===== src/rtl/pc_seq_pkg.sv =====
// ============================================================================
// Module  : pc_seq_pkg
// Purpose : Shared types and constants for the PC sequencer.
// Revision: 1.0 - initial release
// ============================================================================
`default_nettype none

package pc_seq_pkg;

  typedef enum logic [1:0] {
    IDLE  = 2'd0,
    FETCH = 2'd1,
    HOLD  = 2'd2,
    TRAP  = 2'd3
  } state_t;

  typedef enum logic [1:0] {
    NONE          = 2'd0,
    FETCH_TIMEOUT = 2'd1,
    MISALIGNED    = 2'd2
  } trap_cause_t;

  localparam logic [31:0] INSTR_BYTES = 32'd4;

  function automatic logic is_word_aligned(input logic [1:0] i_low_bits);
    return (i_low_bits == 2'b00);
  endfunction

endpackage

`default_nettype wire


===== src/rtl/pc_sequencer.sv =====
// ============================================================================
// Module  : pc_sequencer
// Purpose : Sequences PcNext, runs the imem fetch handshake with timeout and
//           presents one instruction at a time to the datapath.
// Revision: 1.0 - initial release
// ============================================================================
`default_nettype none

module pc_sequencer
  import pc_seq_pkg::*;
#(
  parameter logic [31:0] RESET_VECTOR   = 32'h0000_0000,
  parameter logic [31:0] TRAP_VECTOR    = 32'h0000_0100,
  parameter int          TIMEOUT_CYCLES = 16
) (
  input  logic        clk,
  input  logic        rst_n,
  input  logic [31:0] i_pc,
  output logic [31:0] o_pc_next,
  output logic        o_imem_req,
  output logic [31:0] o_imem_addr,
  input  logic        i_imem_ready,
  input  logic [31:0] i_imem_rdata,
  output logic [31:0] o_instr,
  output logic        o_instr_valid,
  input  logic        i_core_ready,
  input  logic        i_redirect_valid,
  input  logic [31:0] i_redirect_target,
  output logic        o_trap_valid,
  output logic [1:0]  o_trap_cause,
  output logic [31:0] o_instret
);

  localparam logic [7:0] c_TMO_LAST = 8'(TIMEOUT_CYCLES - 1);

  state_t      r_state;
  state_t      w_state_nxt;
  trap_cause_t r_cause;
  trap_cause_t w_cause_nxt;
  logic [7:0]  r_tmo_cnt;
  logic [31:0] r_instr;
  logic [31:0] r_instret;

  logic w_fetch_done;
  logic w_timeout;
  logic w_commit;
  logic w_target_ok;
  logic w_misalign;

  assign w_fetch_done = (r_state == FETCH) && i_imem_ready;
  // Ready wins over an expiring counter in the same cycle.
  assign w_timeout    = (r_state == FETCH) && !i_imem_ready && (r_tmo_cnt == c_TMO_LAST);
  assign w_commit     = (r_state == HOLD) && i_core_ready;
  assign w_target_ok  = is_word_aligned(i_redirect_target[1:0]);
  assign w_misalign   = w_commit && i_redirect_valid && !w_target_ok;

  always_ff @(posedge clk or negedge rst_n) begin
    if (!rst_n) begin
      r_state <= IDLE;
    end else begin
      r_state <= w_state_nxt;
    end
  end

  always_comb begin
    w_state_nxt = r_state;
    w_cause_nxt = NONE;
    case (r_state)
      IDLE: begin
        w_state_nxt = FETCH;
      end
      FETCH: begin
        if (i_imem_ready) begin
          w_state_nxt = HOLD;
        end else if (w_timeout) begin
          w_state_nxt = TRAP;
          w_cause_nxt = FETCH_TIMEOUT;
        end
      end
      HOLD: begin
        if (w_misalign) begin
          w_state_nxt = TRAP;
          w_cause_nxt = MISALIGNED;
        end else if (w_commit) begin
          w_state_nxt = FETCH;
        end
      end
      TRAP: begin
        w_state_nxt = FETCH;
      end
      default: begin
        w_state_nxt = IDLE;
      end
    endcase
  end

  always_comb begin
    o_pc_next     = i_pc;
    o_imem_req    = 1'b0;
    o_instr_valid = 1'b0;
    o_trap_valid  = 1'b0;
    case (r_state)
      IDLE: begin
        o_pc_next = RESET_VECTOR;
      end
      FETCH: begin
        o_imem_req = 1'b1;
      end
      HOLD: begin
        o_instr_valid = 1'b1;
        if (w_commit && !i_redirect_valid) begin
          o_pc_next = i_pc + INSTR_BYTES;
        end else if (w_commit && w_target_ok) begin
          o_pc_next = i_redirect_target;
        end
      end
      TRAP: begin
        o_trap_valid = 1'b1;
        o_pc_next    = TRAP_VECTOR;
      end
      default: begin
        o_pc_next = RESET_VECTOR;
      end
    endcase
  end

  // The counter is only non-zero while a fetch is stalled.
  always_ff @(posedge clk or negedge rst_n) begin
    if (!rst_n) begin
      r_tmo_cnt <= 8'd0;
      r_instr   <= 32'd0;
      r_instret <= 32'd0;
      r_cause   <= NONE;
    end else begin
      r_cause <= w_cause_nxt;
      if ((r_state == FETCH) && !i_imem_ready && !w_timeout) begin
        r_tmo_cnt <= r_tmo_cnt + 8'd1;
      end else begin
        r_tmo_cnt <= 8'd0;
      end
      if (w_fetch_done) begin
        r_instr <= i_imem_rdata;
      end
      if (w_commit && !w_misalign) begin
        r_instret <= r_instret + 32'd1;
      end
    end
  end

  assign o_imem_addr  = i_pc;
  assign o_instr      = r_instr;
  assign o_instret    = r_instret;
  assign o_trap_cause = (r_state == TRAP) ? r_cause : NONE;

endmodule

`default_nettype wire


===== config.mk =====
export PLATFORM = sky130hd
export DESIGN_NAME = pc_sequencer
export DESIGN_NICKNAME = d
export VERILOG_FILES = /design/src/rtl/pc_seq_pkg.sv /design/src/rtl/pc_sequencer.sv
export SDC_FILE = /design/constraint.sdc
export NUM_CORES = 1
export LEC_CHECK = 0
export ABC_CLOCK_PERIOD_IN_PS = 2000
export CORE_AREA = 2 2 96 145
export DETAILED_ROUTE_END_ITERATION = 7
export DIE_AREA = 0 0 98 147
export PLACE_DENSITY = 0.76
export SLEW_MARGIN = 25
export SYNTH_ARGS = -nofsm -noshare
export SYNTH_HDL_FRONTEND = slang
export SYNTH_SLANG_ARGS = --single-unit

===== constraint.sdc =====
create_clock -name clk -period 2 [get_ports clk]
set_input_delay 0.3 -clock clk [delete_from_list [all_inputs] [get_ports clk]]
set_output_delay 0.3 -clock clk [all_outputs]
set_load 0.03 [all_outputs]

# Word level (Yosys, flattened, before mapping)
# Index checks and enable logic that the tools add are counted.
# W data, S select, Z words.
# word_totals
regBits	76
latch_bits	0
ram_bits	0
mem_bits_ro	0
inputBits	101
out_inout_bits	133
wordCells	50
n_memories	0
# classes
addsub	3
mul	0
n_div	0
magnitude_cmp	0
n_eq_ne	6
n_shift	0
n_mux	17
bitwise	0
n_reduce_logical	19
# ops
operator	n
$pmux W32 S3	1
$mux W32	2
$add A32 B1 Y32 const B	1
$add A32 B3 Y32 const B	1
$mux W2	6
$logic_and A1 B1 Y1	10
$add A8 B1 Y8 const B	1
$eq A8 B4 Y1 const B	1
$mux W8	1
$ne A3 B3 Y1 const B	2
$pmux W2 S3	1
$logic_not A1 Y1	5
$mux W1	5
$eq A2 B2 Y1 const B	2
$logic_not A2 Y1	2
$pmux W2 S2	1
$eq A2 B1 Y1 const B	1
$reduce_and A2 Y1	1
$reduce_or A2 Y1	1

# Depth between registers and ports, before layout
# logic_depth
word_depth	6
ltp_mapped	9
depth_no_buf	7

# Worst setup path after synthesis
# OpenSTA, ideal clock, no wires.
# synth_path
path_kind	reg-to-output
start	reg r_state[0]
end	out o_pc_next[27]
arrival_time_ns	2.457
setup_slack_ns	-0.757
stages_incl_launch_ff	7
path_buffers	1
cell_sequence	dfrtp_1 > inv_1 > ha_1 > nand2_1 > or3_1 > clkbuf_1 > o311ai_1
# synth_via
elab_chain_len	6
# synth_lines
element	line_no	text
from (decl)	pc_sequencer.sv:36	state_t r_state;
from (signal assigned)	pc_sequencer.sv:61	r_state <= w_state_nxt;
$eq A2 B2 Y1	pc_sequencer.sv:53, pc_sequencer.sv:102	
$logic_and A1 B1 Y1	pc_sequencer.sv:53	assign w_commit = (r_state == HOLD) && i_core_ready;
$logic_and A1 B1 Y1	pc_sequencer.sv:113	end else if (w_commit && w_target_ok) begin
$mux W32	pc_sequencer.sv:113	
$mux W32	pc_sequencer.sv:111	if (w_commit && !i_redirect_valid) begin
$pmux W32 S3 (*)	pc_sequencer.sv:102	case (r_state)
to (decl)	pc_sequencer.sv:19	output logic [31:0] o_pc_next,
# Mark *: on every way between the ends. The rest lies on a longest branch, timed or not.

# Worst setup path in the final report
# layout_path
start	reg r_state[0]
end	out o_pc_next[15]
# The elaborated chain is that of the path after synthesis.

==> impl_metrics.py <==
metrics = {
    "run_status": {
        "status": "finished with violations",
        "violations": "hold timing, setup timing",
    },
    "sta": {
        "worst_pin_slew_ns": 0.412,
        "final.setup.worst_slack_ns": -0.592,
        "hold_viol": 24,
        "period_share": 1.30,
        "rsz0062_at_grt": "yes",
        "hold_ws_ns": -0.0305,
        "tns_ns": -16.33,
        "finalSetupViolCount": 48,
        "maxSlewHeadroom": 0.725,
        "slew_viol_final": 0,
        "fmax_mhz": 386,
        "fin_crit_ns": 2.59,
        "clock_skew_ns": 0.00493,
    },
    "die": {
        "pin_count": 234,
        "num_rows": 52,
        "dieArea_mm2": 0.0144,
        "chipWidth_um": 98,
        "core-area_mm2": 0.0132,
        "fp.dieH_um": 147,
        "initial_utilization": 0.363,
    },
    "clocking": {
        "cts_made_buffers": 9,
        "cts_hold_repair.buffers": 0,
        "clk_pin_slew_worst_paths_ns": 0.06,
        "numClockSinks": 76,
        "insertion_delay_ns": 0.34,
        "clock_path_buffers": 2,
        "cts_tree": "built",
        "h-tree-depth": 3,
        "cts_root_buf": "clkbuf_16",
    },
    "finish": {
        "drive_above_1_share": 0.435,
        "fillers": 945,
        "syn2layout_area_growth_pct": 95.2,
        "layout.nets": 950,
        "final_common_cell": "clkdlybuf4s50_1",
        "layoutNonFillerInstCount": 1008,
        "n_antenna_cell": 0,
        "layout_common_cells": "clkdlybuf4s50_1, buf_4, dfrtp_1",
    },
    "synthesis": {
        "synth.distinct_cells": 62,
        "ys_ff_latch": 76,
        "yosys_warnings": 0,
        "synth_seq_area_share": 0.396,
        "syn_inst": 510,
        "synth_flop_cell": "dfrtp_1",
        "async_flop_share": 1.00,
        "syn-num-nets": 618,
        "syn_area_mm2": 0.00480,
        "syn_area_per_cell_um2": 9.41,
        "synth_edf_count": 0,
    },
    "critical_path": {
        "worstSetupPathType": "reg2out",
        "worstPathMaxFanout": 5,
        "crit_required_ns": 1.70,
        "end_kind": "output port",
        "cp.arrival_ns": 2.29,
        "startpoint_type": "register",
    },
    "route": {
        "wire_per_inst_um": 19.0,
        "drtAntennaViolNets": 0,
        "first_iter_violations": 151,
        "vias": 5368,
        "drc_errors": 0,
        "avgViaCountPerCell": 5.33,
        "wl_mm": 19.2,
        "dr.pass1.iters": 4,
    },
    "power_and_ir_drop": {
        "max-vdd-ir-drop_v": 0.00108,
        "power.total_uw": 9910,
        "p_per_area_mw_per_mm2": 1060,
        "total_leakage_power_uw": 0.00415,
    },
    "placement": {
        "place_congestion": 0.876,
        "dp_cells": 960,
        "numPortBuffers": 233,
        "dp_hpwl_mm": 14.0,
    },
    "job": {
        "max_cap_violations": 0,
    },
    "global_routing": {
        "antenna_found_initial": 0,
        "overflow": 0,
        "grt_start_max_net_pins": 77,
        "grt_pass1_vias": 5819,
        "grtUsageTotal": 0.260,
        "grt_pass1_wl_mm": 29.9,
    },
    "worst_hold_path": {
        "hp-class": "in2async",
    },
}
-- kinds of logic after synthesis --
| logic type | share of synthesized area |
|---|---|
| flops | 0.396 |
| mux | 0.0879 |
| buf+inv | 0.0803 |
| fa+ha+maj | 0.0182 |
| compound gates | 0.131 |
| simple gates | 0.212 |
| xor+xnor | 0.0748 |
-- path summary, 6_finish.rpt --
| path | from | cells past startpoint | slack (ns) | endpoint |
|---|---|---|---|---|
| max | r_state[0]$_DFFE_PN0P_ | 8 | -0.59 | o_pc_next[15] |
| min | rst_n | 2 | -0.03 | o_instret[15]$_DFFE_PN0P_ |
| max reg2reg | r_state[0]$_DFFE_PN0P_ | 11 | -0.19 | o_instret[12]$_DFFE_PN0P_ |
| min reg2reg | o_instret[31]$_DFFE_PN0P_ | 1 | 0.47 | o_instret[31]$_DFFE_PN0P_ |
| max in group asynchronous | rst_n | 2 | 1.68 | o_instr[1]$_DFFE_PN0P_ |
| min in group clk | o_instret[31]$_DFFE_PN0P_ | 1 | 0.47 | o_instret[31]$_DFFE_PN0P_ |
-- flip-flops by register name, indices dropped and copies added, names as in the netlist --
register and flops:
o_instr 32, o_instret 32, r_cause 2, r_state 2, r_tmo_cnt 8
-- worst max-delay path, stage by stage (launching register included) --
cell and delay (ns):
dfrtp_1 0.43, inv_2 0.09, ha_4 0.16, nand2_4 0.06
or3_4 0.36, buf_12 0.15, or4b_4 0.50, nand3_2 0.08
buf_6 0.13
-- routing by layer --
layer | vias up | routed length, um | global-route usage
met3 | 54 | 1550 | 0.0737
met4 | 0 | 822 | 0.115
met5 | - | 0 | 0
met2 | 268 | 10100 | 0.473
li1 | 2483 | - | -
met1 | 2563 | 6680 | 0.277
-- power by group --
part           switching [uW]  leakage [uW]  internal, uW
Combinational            3150       0.00304          3010
Clock                     621      0.000134           957
Sequential                245      0.000975          1930
-- cells in the mapped netlist, drive strengths merged, types with 7 or more instances --
cell / number / area [um^2]
nor2: 39 / 146
xor2: 18 / 158
nor4: 7 / 65.1
buf: 42 / 295
and2: 8 / 50.1
nand2: 42 / 158
nand3: 31 / 160
clkbuf: 13 / 48.8
mux2: 33 / 372
nor3: 12 / 96.4
inv: 10 / 37.5
and3: 15 / 93.8
o21ai: 23 / 115
xnor2: 23 / 201
a21oi: 20 / 100
ha: 7 / 87.6
dfrtp: 76 / 1900
nand4: 19 / 131
-- repair_timing --
item / CTS / global route
buffers inserted: 34 / 6
cloned: 0 / 0
gates resized for setup: 189 / 45
endpoints found under the setup margin: 51 / 60
pin swaps: 66 / 36
-- per-stage QoR --
stage	util	hold slack, ns	cell area (um^2)	setup WS, ns
6_report	0.709	-0.0305	9370	-0.592
5_1_grt	0.709	0.0264	9370	-0.662
4_1_cts	0.696	0.000948	9190	-0.596
3_5_place_dp	0.614	0.364	8120	-0.940
3_3_place_gp	0.614	0.357	8120	-0.925
2_1_floorplan	-	0.00441	5100	-0.145
-- cell type report --
type,count,area (um^2),share of cell area
flip-flops and latches,76,1900,0.203
clock buffers,9,225,0.0240
inverters,11,42.5,0.00454
multi-input cells,368,3210,0.343
repair buffers,376,3710,0.397
well taps,162,203,0.0216
clock inverters,6,66.3,0.00708
Note: power is estimated with default switching activity, not from simulation.
